`config.mk`:
```
export PLATFORM = sky130hd
export DESIGN_NAME = mem_arbiter
export DESIGN_NICKNAME = d
export VERILOG_FILES = /design/src/rtl/mem_arbiter.sv
export SDC_FILE = /design/constraint.sdc
export NUM_CORES = 1
export LEC_CHECK = 0
export ABC_AREA = 0
export CAP_MARGIN = 10
export CORE_ASPECT_RATIO = 1.4
export CORE_MARGIN = 5
export CORE_UTILIZATION = 30
export CTS_BUF_LIST = sky130_fd_sc_hd__clkbuf_16
export DETAILED_ROUTE_END_ITERATION = 6
export GPL_ROUTABILITY_DRIVEN = 1
export PLACE_DENSITY = 0.75
export REMOVE_ABC_BUFFERS = 1
export SYNTH_ARGS = -nofsm -noshare
export SYNTH_HDL_FRONTEND = slang
export SYNTH_SLANG_ARGS = --single-unit
```
`constraint.sdc`:
```
create_clock -name clk_i -period 1.7 [get_ports clk_i]
set_input_delay 0.17 -clock clk_i [delete_from_list [all_inputs] [get_ports clk_i]]
set_output_delay 0.17 -clock clk_i [all_outputs]
set_load 0.02 [all_outputs]
```
`src/rtl/mem_arbiter.sv`:
```
// Two-port-to-one memory arbiter: instruction fetch and data ports share one
// single-ported memory, data has priority with a bounded streak against fetch.
module mem_arbiter #(
  parameter int unsigned ADDR_W       = 32,
  parameter int unsigned DATA_W       = 32,
  parameter int unsigned MAX_D_STREAK = 4
) (
  input  logic                clk_i,
  input  logic                rst_n_i,
  input  logic                i_req_i,
  input  logic [ADDR_W-1:0]   i_addr_i,
  output logic                i_gnt_o,
  output logic                i_rvalid_o,
  output logic [DATA_W-1:0]   i_rdata_o,
  input  logic                d_req_i,
  input  logic                d_we_i,
  input  logic [DATA_W/8-1:0] d_be_i,
  input  logic [ADDR_W-1:0]   d_addr_i,
  input  logic [DATA_W-1:0]   d_wdata_i,
  output logic                d_gnt_o,
  output logic                d_rvalid_o,
  output logic [DATA_W-1:0]   d_rdata_o,
  output logic                mem_req_o,
  output logic                mem_we_o,
  output logic [DATA_W/8-1:0] mem_be_o,
  output logic [ADDR_W-1:0]   mem_addr_o,
  output logic [DATA_W-1:0]   mem_wdata_o,
  input  logic                mem_gnt_i,
  input  logic                mem_rvalid_i,
  input  logic [DATA_W-1:0]   mem_rdata_i,
  output logic                busy_o
);

  localparam int unsigned BE_W     = DATA_W / 8;
  localparam int unsigned STREAK_W = $clog2(MAX_D_STREAK + 1);
  localparam logic [STREAK_W-1:0] STREAK_MAX = STREAK_W'(MAX_D_STREAK);

  typedef enum logic [1:0] {IDLE, REQ, WAIT} state_e;
  typedef enum logic {OWN_I, OWN_D} owner_e;

  state_e              state_q, state_d;
  owner_e              owner_q, owner_d;
  logic [STREAK_W-1:0] streak_q, streak_d;
  logic                arb_en, d_win, i_win;

  // Arbitration window: idle, or the cycle the outstanding response returns.
  always_comb begin
    arb_en = (state_q == IDLE) || ((state_q == WAIT) && mem_rvalid_i);
    d_win  = arb_en && d_req_i && !(i_req_i && (streak_q == STREAK_MAX));
    i_win  = arb_en && i_req_i && !d_win;
  end

  // Next-state, owner and streak logic.
  always_comb begin
    state_d  = state_q;
    owner_d  = owner_q;
    streak_d = streak_q;
    case (state_q)
      IDLE:    if (d_win || i_win) state_d = REQ;
      REQ:     if (mem_gnt_i) state_d = WAIT;
      WAIT:    if (mem_rvalid_i) state_d = (d_win || i_win) ? REQ : IDLE;
      default: state_d = IDLE;
    endcase
    if (d_win) begin
      owner_d = OWN_D;
      if (!i_req_i)                    streak_d = '0;
      else if (streak_q != STREAK_MAX) streak_d = streak_q + STREAK_W'(1);
    end else if (i_win) begin
      owner_d  = OWN_I;
      streak_d = '0;
    end
  end

  always_ff @(posedge clk_i or negedge rst_n_i) begin
    if (!rst_n_i) begin
      state_q     <= IDLE;
      owner_q     <= OWN_I;
      streak_q    <= '0;
      mem_req_o   <= 1'b0;
      busy_o      <= 1'b0;
      mem_we_o    <= 1'b0;
      mem_be_o    <= '0;
      mem_addr_o  <= '0;
      mem_wdata_o <= '0;
    end else begin
      state_q   <= state_d;
      owner_q   <= owner_d;
      streak_q  <= streak_d;
      mem_req_o <= (state_d == REQ);
      busy_o    <= (state_d != IDLE);
      if (d_win) begin
        mem_we_o    <= d_we_i;
        mem_be_o    <= d_be_i;
        mem_addr_o  <= d_addr_i;
        mem_wdata_o <= d_wdata_i;
      end else if (i_win) begin
        mem_we_o    <= 1'b0;
        mem_be_o    <= {BE_W{1'b1}};
        mem_addr_o  <= i_addr_i;
        mem_wdata_o <= '0;
      end
    end
  end

  // Handshakes and read data are steered to the current owner only.
  always_comb begin
    i_gnt_o    = (state_q == REQ)  && mem_gnt_i    && (owner_q == OWN_I);
    d_gnt_o    = (state_q == REQ)  && mem_gnt_i    && (owner_q == OWN_D);
    i_rvalid_o = (state_q == WAIT) && mem_rvalid_i && (owner_q == OWN_I);
    d_rvalid_o = (state_q == WAIT) && mem_rvalid_i && (owner_q == OWN_D);
    i_rdata_o  = i_rvalid_o ? mem_rdata_i : '0;
    d_rdata_o  = d_rvalid_o ? mem_rdata_i : '0;
  end

endmodule
```
==> impl.org, run 1 <==
** Yosys
- Averaged over all synthesized cells, the footprint is 9.94 sq um.
- The share of the Yosys chip area taken by registers is 50.6%.
- FF+latch count, synth :: 77
- Counting flops with a built-in enable in the synthesized netlist gives 0.
- Most used flip-flop cell after synthesis :: sky130_fd_sc_hd__dfrtp_1
- Async SR Flop Fraction :: 100%
- Number of warnings issued by yosys :: 0
- Gate count of the mapped netlist :: 383
- Summed over all instances, the cell type with the most area after synthesis is sky130_fd_sc_hd__dfrtp_1.
- Fraction of post-synthesis cell area in the top cell type by area :: 50.6%
- By area the synthesized netlist is led by sky130_fd_sc_hd__dfrtp_1 51%, sky130_fd_sc_hd__a22o_1 15%, sky130_fd_sc_hd__and2_1 11%.
- By instance count, the leading cell after synthesis is sky130_fd_sc_hd__dfrtp_1.
- Mapped Area :: 0.00381 sq mm
- Most frequent cells after synthesis :: 77 x sky130_fd_sc_hd__dfrtp_1, 68 x sky130_fd_sc_hd__nand2_1, 65 x sky130_fd_sc_hd__a22o_1
- Library cells used by synthesis :: 33

** Floorplan
- Number of cell rows :: 48
- Once the floorplan was initialized, standard cells occupied 30.8% of the core.
- Horizontal die dimension :: 105 um
- From bottom edge to top edge, the die measures 143 um.
- The region available for standard cell placement spans 0.0124 sq mm.
- The die covers 0.0151 sq mm.
- I/O Pins :: 278

** Global routing
- Maximum number of pins on one net before global-route repair :: 34
- The initial antenna violation count is 0.
- The number of global-route vias before repair is 4,275.
- Total track usage :: 19.3%
- Wire length of the first global-routing pass :: 23.2 mm
- Summed over all layers, the global routing overflow is 0.

** Layout
- The post-route netlist has 25.8% of its cells at a drive strength greater than 1.
- From synthesis to final layout, the design area changed by 97.4%.
- The number of antenna diodes in the final layout is 0.
- Post-route cell area :: 0.00751 sq mm
- The filler cells instantiated in the layout total 1,022.
- After the flow finishes, the layout carries non-filler instances totaling 820.
- Across the whole layout, storage elements account for 0.00193 sq mm.
- Multi-input combinational cell area :: 0.00184 sq mm
- Net count of the finished layout :: 806

** Clock network
- TritonCTS created 9 clock buffers.
- At the later pin of the worst-skew pair, clock insertion delay measures 0.33 ns.
- Clock tree root driver cell :: sky130_fd_sc_hd__clkbuf_16
- Maximum root-to-sink buffer count :: 2
- Clock transition at the register clock pins on the worst setup and hold paths after CTS :: 0.07 ns
- TritonCTS built the clock tree.
- Clock sink total :: 77
- The clock tree synthesis step divided the H-tree into 3 levels.

** Run status
- The run finished, with violations left.
- Violated checks :: setup timing

** Route
- TritonRoute pass-1 iters :: 4
- Initial drt markers :: 162
- The final route contains 4,029 vias.
- In the routed design, unresolved DRC markers number 0.
- Using the TritonRoute via totals, the vias-per-cell ratio works out to 4.91.
- Average wire per cell in the routed design :: 18.6 um
- The final layout contains routed wiring with a total length of 15.3 mm.
- Count of nets left with antenna violations after detail routing :: 0

** Placed design
- OpenSTA, run right after detailed placement, puts the worst setup slack at -0.358 ns.
- The count of buffers added on input and output ports is 277.
- GP Congestion :: 0.860
- Once placement finished, the instance area stood at 0.00689 sq mm.
- Detailed placement ended at an HPWL of 11.4 mm.
- Number of placed instances, taps included :: 798

** Timing
- At the pin with the least slew margin, the transition time is 0.379 ns.
- Slew Limit Headroom :: 74.7%
- On the final layout, the worst clock skew is 0.00888 ns.
- The total count of hold-check failures in the final report was 0.
- The final critical path takes up 111% of the cycle.
- Setup violations remaining at the end of the flow were counted as 65.
- Final Critical Period :: 1.89 ns
- The final max-slew violation count is 0.
- Setup slack on the critical path of the routed design comes to -0.191 ns.
- Timing would allow up to 0.529 GHz.
- Unrepaired setup endpoints after global routing :: true

** Setup path
- Reg-to-reg setup timing slack :: 0.05 ns
- Capture point of the worst reg-to-reg path :: mem_wdata_o[20]
- STA classifies the critical path startpoint as a flop.
- Number of cell instances on the worst register-to-register path :: 5
- At the worst endpoint, the arrival time is 1.72 ns.
- Maximum fanout along the worst path :: 17
- CP Data Required Time :: 1.53 ns
- The worst setup path is captured at a primary output.
- Type of the worst setup path :: flop to primary output
- Startpoint of the lowest-slack register-to-register path :: state_q[1]

** Power and ir drop
- IR analysis of the VDD net gives a maximum drop of 0.950 mV.
- Leakage :: 3.36 nW
- Power Dens Cells :: 1450 mW/mm^2

** Worst hold path
- Classification of the worst-slack hold path :: primary input to async pin

** Run
- Maxcap violations :: 0
[cell usage in the layout, fill, tap and decap left out, types with 4 or more instances in the layout]
cell,n
sky130_fd_sc_hd__o22a_1,4
sky130_fd_sc_hd__clkbuf_16,9
sky130_fd_sc_hd__buf_12,8
sky130_fd_sc_hd__buf_6,67
sky130_fd_sc_hd__and2_1,16
sky130_fd_sc_hd__o22ai_1,34
sky130_fd_sc_hd__clkdlybuf4s50_1,208
sky130_fd_sc_hd__a22o_1,65
sky130_fd_sc_hd__and2_4,48
sky130_fd_sc_hd__dfrtp_1,77
sky130_fd_sc_hd__nand2_1,68
sky130_fd_sc_hd__buf_4,19
[critical path, cell delays in order (launching register included)]
cell and delay (ns):
sky130_fd_sc_hd__dfrtp_1 0.39, sky130_fd_sc_hd__or2b_1 0.27, sky130_fd_sc_hd__nor3b_4 0.23, sky130_fd_sc_hd__buf_6 0.21, sky130_fd_sc_hd__and2_1 0.16, sky130_fd_sc_hd__buf_6 0.12
[metrics by stage]
| step | TNS [ns] | util [%] | hold slack [ns] | total power (W) |
|---|---|---|---|---|
| 2_1_floorplan | -45.39 | - | -0.126 | 0.00565 |
| 3_3_place_gp | -33.27 | 55.7 | 0.119 | 0.00859 |
| 3_5_place_dp | -36.87 | 55.7 | 0.122 | 0.00869 |
| 4_1_cts | -12.22 | 59.8 | 0.298 | 0.0110 |
| 5_1_grt | -13.50 | 60.7 | 0.333 | 0.0115 |
| 6_report | -8.67 | 60.7 | 0.299 | 0.0109 |
[worst max path at each step]
stage                     to  cells past startpoint    startpoint  slack, ns
3_3_place_gp   d_rdata_o[12]                      5  mem_rvalid_i      -0.32
3_5_place_dp   d_rdata_o[12]                      5  mem_rvalid_i      -0.36
4_1_cts        i_rdata_o[13]                      6    state_q[0]      -0.23
6_report       i_rdata_o[30]                      5    state_q[0]      -0.19
2_1_floorplan  mem_addr_o[0]                      5   streak_q[0]      -0.62
5_1_grt        i_rdata_o[23]                      5    state_q[0]      -0.27
[where the power goes]
part / switching (W) / internal, W
Sequential: 0.000461 / 0.00265
Combinational: 0.00282 / 0.00302
Clock: 0.000789 / 0.00116
[state kept, by name, indices dropped and copies added, names as in the netlist]
register / flops
mem_addr_o: 32
mem_req_o: 1
mem_be_o: 4
mem_we_o: 1
mem_wdata_o: 32
state_q: 2
streak_q: 3
owner_q: 1
busy_o: 1
[repair_timing]
item	4_1_cts	5_1_grt
cloned	4	0
hold endpoints to repair	27	0
gates resized for setup	397	67
buffers inserted	3	0
pin swaps	1	13
hold buffers	1	0
endpoints found under the setup margin	133	92
[final cells by class]
class	count	share of cell area (%)
Clock buffer	9	3.00
Clock inverter	7	1.07
Inverter	3	0.183
Multi-Input combinational cell	266	24.5
Sequential cell	77	25.6
Tap cell	150	2.50
Timing Repair Buffer	308	43.1
[cells by family after synthesis]
logic type,share of synthesized area (%)
flip-flops,50.6
AND/OR/NAND/NOR,20.9
AO/OA/AOI/OAI,22.9
buffers and inverters,4.90
adder cells (fa/ha/maj),0.657
[routing by layer]
| layer | part of all wire (%) | vias up | routed length (um) | track usage, % |
|---|---|---|---|---|
| met5 | 0 | - | 0 | 0 |
| met4 | 2.5 | 0 | 375 | 5.93 |
| met3 | 5.6 | 29 | 860 | 5.12 |
| met2 | 53 | 157 | 8060 | 33.7 |
| met1 | 39 | 1917 | 5960 | 23.3 |
| li1 | - | 1926 | - | - |
Note: power is estimated with default switching activity, not from simulation.
==> run 2: changes to the inputs <==
==> constraint.sdc (replaced) <==
create_clock -name clk_i -period 1.7 [get_ports clk_i]
set_input_delay 0.17 -clock clk_i [delete_from_list [all_inputs] [get_ports clk_i]]
set_output_delay 0.17 -clock clk_i [all_outputs]
set_load 0.1 [all_outputs]
==> run 2 against run 1 <==
Net effect: the run still ends with setup timing left; global-route usage is essentially flat; largest cell class unchanged; flip-flop and latch count is the same; cell count grew 1.5%.
==> impl.org, run 2 (same netlist as run 1, synthesis figures left out) <==
** Run status
- Result of the run :: finished, violations left
- Violated checks :: setup timing

** Timing
- Setup repair after global routing could not meet its margin everywhere.
- Share of the clock period used by the worst path after layout :: 123% (+12 points)
- The final period demand of the worst path is 2.10 ns (+0.208 ns).
- Slew Limit Headroom :: 71.5% (-3.3 points)
- The final max-slew violation count came to 0 (unchanged).
- The total count of hold-check failures in the final report was 0 (unchanged).
- Min setup slack post-route :: -0.399 ns (-0.208 ns)
- Number of failing setup endpoints in the final timing report :: 133 (+100%)
- The final setup skew came to 0.00715 ns (-0.00173 ns).
- Worst hold-check slack :: 0.326 ns (+0.0274 ns)
- The measured slew at the worst slew-check pin was 0.428 ns (+0.0490 ns).
- Fmax :: 0.476 GHz (-9.9%)

** Global routing
- Congestion Overflow GR :: 0 (unchanged)
- Total track usage :: 19.4% (+0.042 points)
- The first-pass GRT wire length came to 23.2 mm (about the same).
- Maximum number of pins on one net before global-route repair :: 48 (+41%)
- Antenna violations before repair :: 0 (unchanged)
- Vias in the first global route :: 4,240 (-0.82%)

** Placed design
- The last weighted congestion value of the routability-driven placer is 0.857 (-0.38%).
- The count of buffers inserted at the top-level ports was 277 (unchanged).
- The worst slack at placement was -0.240 ns (+0.118 ns).
- Placed wire-length estimate after detailed placement :: 11.9 mm (+4.3%)

** Route
- Total length of routed wires :: 16.8 mm (+10%)
- The via total after detailed routing came to 4,225 (+4.9%).
- The average routed wire per standard cell is 20.2 um (+8.8%).
- The via count normalized by instance count came to 5.08 (+3.4%).
- The number of DRC violations after detailed routing is 0 (unchanged).
- The number of nets with antenna violations after detailed routing came to 0 (unchanged).
- The violation count after the first detailed-route iteration was 141 (-13%).
- The detailed-routing iteration count for the pre-antenna-repair pass came to 4 (unchanged).

** Power and ir drop
- The worst vdd rail ir drop came to 2.09 mV (+120%).
- The reported leakage power came to 3.71 nW (+10%).
- The cell area power density is 2020 mW/mm^2 (+40%).
- The total power consumption of the routed design is 0.0166 W (+52%).

** Layout
- Synth-to-layout area growth :: 115%
- Ratio of cells with drive above 1 in the final layout :: 39.7% (+14 points)
- The library cells used most frequently in the layout, excluding fill and tap cells, are 137 x sky130_fd_sc_hd__clkdlybuf4s50_1, 89 x sky130_fd_sc_hd__buf_4, 80 x sky130_fd_sc_hd__buf_12.
- Leading registers by flop count :: mem_addr_o: 32 flops, mem_wdata_o: 32 flops, mem_be_o: 4 flops
- Leaving out fill and tap cells, the most frequent cell in the layout is sky130_fd_sc_hd__clkdlybuf4s50_1.
- # diodes :: 0 (unchanged)
- Net count of the finished layout :: 819 (+1.6%)

** Floorplan
- Area of the die :: 0.0151 sq mm (unchanged)
- The initial standard-cell utilization of the core was 30.8% (unchanged).
- Die outline height :: 143 um (unchanged)
- The top-level I/O count is 278 (unchanged).
- The core area came to 0.0124 sq mm (unchanged).
- Horizontal die dimension :: 105 um (unchanged)
- The standard-cell row count is 48 (unchanged).

** Setup path
- The critical path in this run is classified as flop to primary output.
- The data arrival time of the critical path was 1.93 ns (+0.21 ns).
- CP Data Required Time :: 1.53 ns (about the same)
- Kind of launch point of the worst setup path :: flop
- The highest net fanout along the worst path is 8 (-9).
- The worst setup path is captured at a primary output.

** Clock network
- Worst skew pair latency :: 0.32 ns (about the same)
- The clock-pin slew on the worst setup and hold paths was 0.06 ns (about the same).
- TritonCTS Buffers :: 9 (unchanged)
- TritonCTS built the clock tree.
- The depth of the CTS H-tree came to 3 (unchanged).
- Clock sink total :: 77 (unchanged)
- The number of buffers on the longest clock path came to 2 (unchanged).
- Clock tree root driver cell :: sky130_fd_sc_hd__clkbuf_16

** Worst hold path
- Classification of the worst-slack hold path :: primary input to async pin

** Run
- Maxcap violations :: 0 (unchanged)
[run 2: final timing paths]
kind / depth (start not counted) / startpoint / slack, ns / to
worst max-delay path: 6 / state_q[1] / -0.40 / i_rdata_o[6]
min in group clk_i: 2 / d_be_i[0] / 0.43 / mem_be_o[0]
worst min register to register: 1 / mem_wdata_o[29] / 0.50 / mem_wdata_o[29]
worst max register to register: 5 / state_q[1] / -0.07 / mem_wdata_o[11]
worst min-delay path: 2 / rst_n_i / 0.33 / mem_wdata_o[2]
max in group asynchronous: 3 / rst_n_i / 0.76 / mem_addr_o[24]
[run 2: routing by layer]
metal | routed length (um) | track usage (%) | vias up
met1 | 6300 | 22.4 | 2073
met4 | 323 | 6.40 | 0
met3 | 872 | 3.42 | 23
met2 | 9350 | 35.9 | 179
li1 | - | - | 1950
met5 | 0 | 0 | -
[run 2: through the flow]
stage                     std cells  area, sq um  util (%)  setup TNS, ns
after floorplan                 346         3630         -        -127.68
after global placement          798         7440      60.1         -14.40
after detailed placement        798         7440      60.1         -16.32
after CTS                       817         7880      63.7         -18.03
after global routing            832         8190      66.2         -28.84
final                           832         8190      66.2         -21.57
[run 2: power breakdown]
| part | internal (W) | switching (W) |
|---|---|---|
| sequential | 0.00265 | 0.000550 |
| clock | 0.000978 | 0.000713 |
| combinational | 0.00336 | 0.00833 |
| total | 0.00699 | 0.00959 |
[run 2: repair_timing]
action	in CTS	in global routing
resized for setup	39	36
buffers inserted	1	8
cloned	2	9
setup endpoints to repair	72	110
pin swaps	0	20
hold buffers	1	0
hold endpoints to repair	30	0
[run 2: area by class of cell]
| cell class | count | area (sq um) |
|---|---|---|
| Multi-Input combinational cell | 266 | 1880 |
| Tap cell | 150 | 188 |
| Clock buffer | 9 | 225 |
| Inverter | 3 | 11.3 |
| Clock inverter | 6 | 40.0 |
| Sequential cell | 77 | 1930 |
| Fill cell | 946 | 4180 |
| Timing Repair Buffer | 321 | 3920 |
[run 2: critical path, cell delays in order (launching register included)]
cell and delay, ns:
sky130_fd_sc_hd__dfrtp_1 0.43, sky130_fd_sc_hd__or2b_1 0.29, sky130_fd_sc_hd__nor3b_4 0.23, sky130_fd_sc_hd__buf_4 0.17, sky130_fd_sc_hd__buf_6 0.15, sky130_fd_sc_hd__and2_4 0.16, sky130_fd_sc_hd__buf_12 0.16
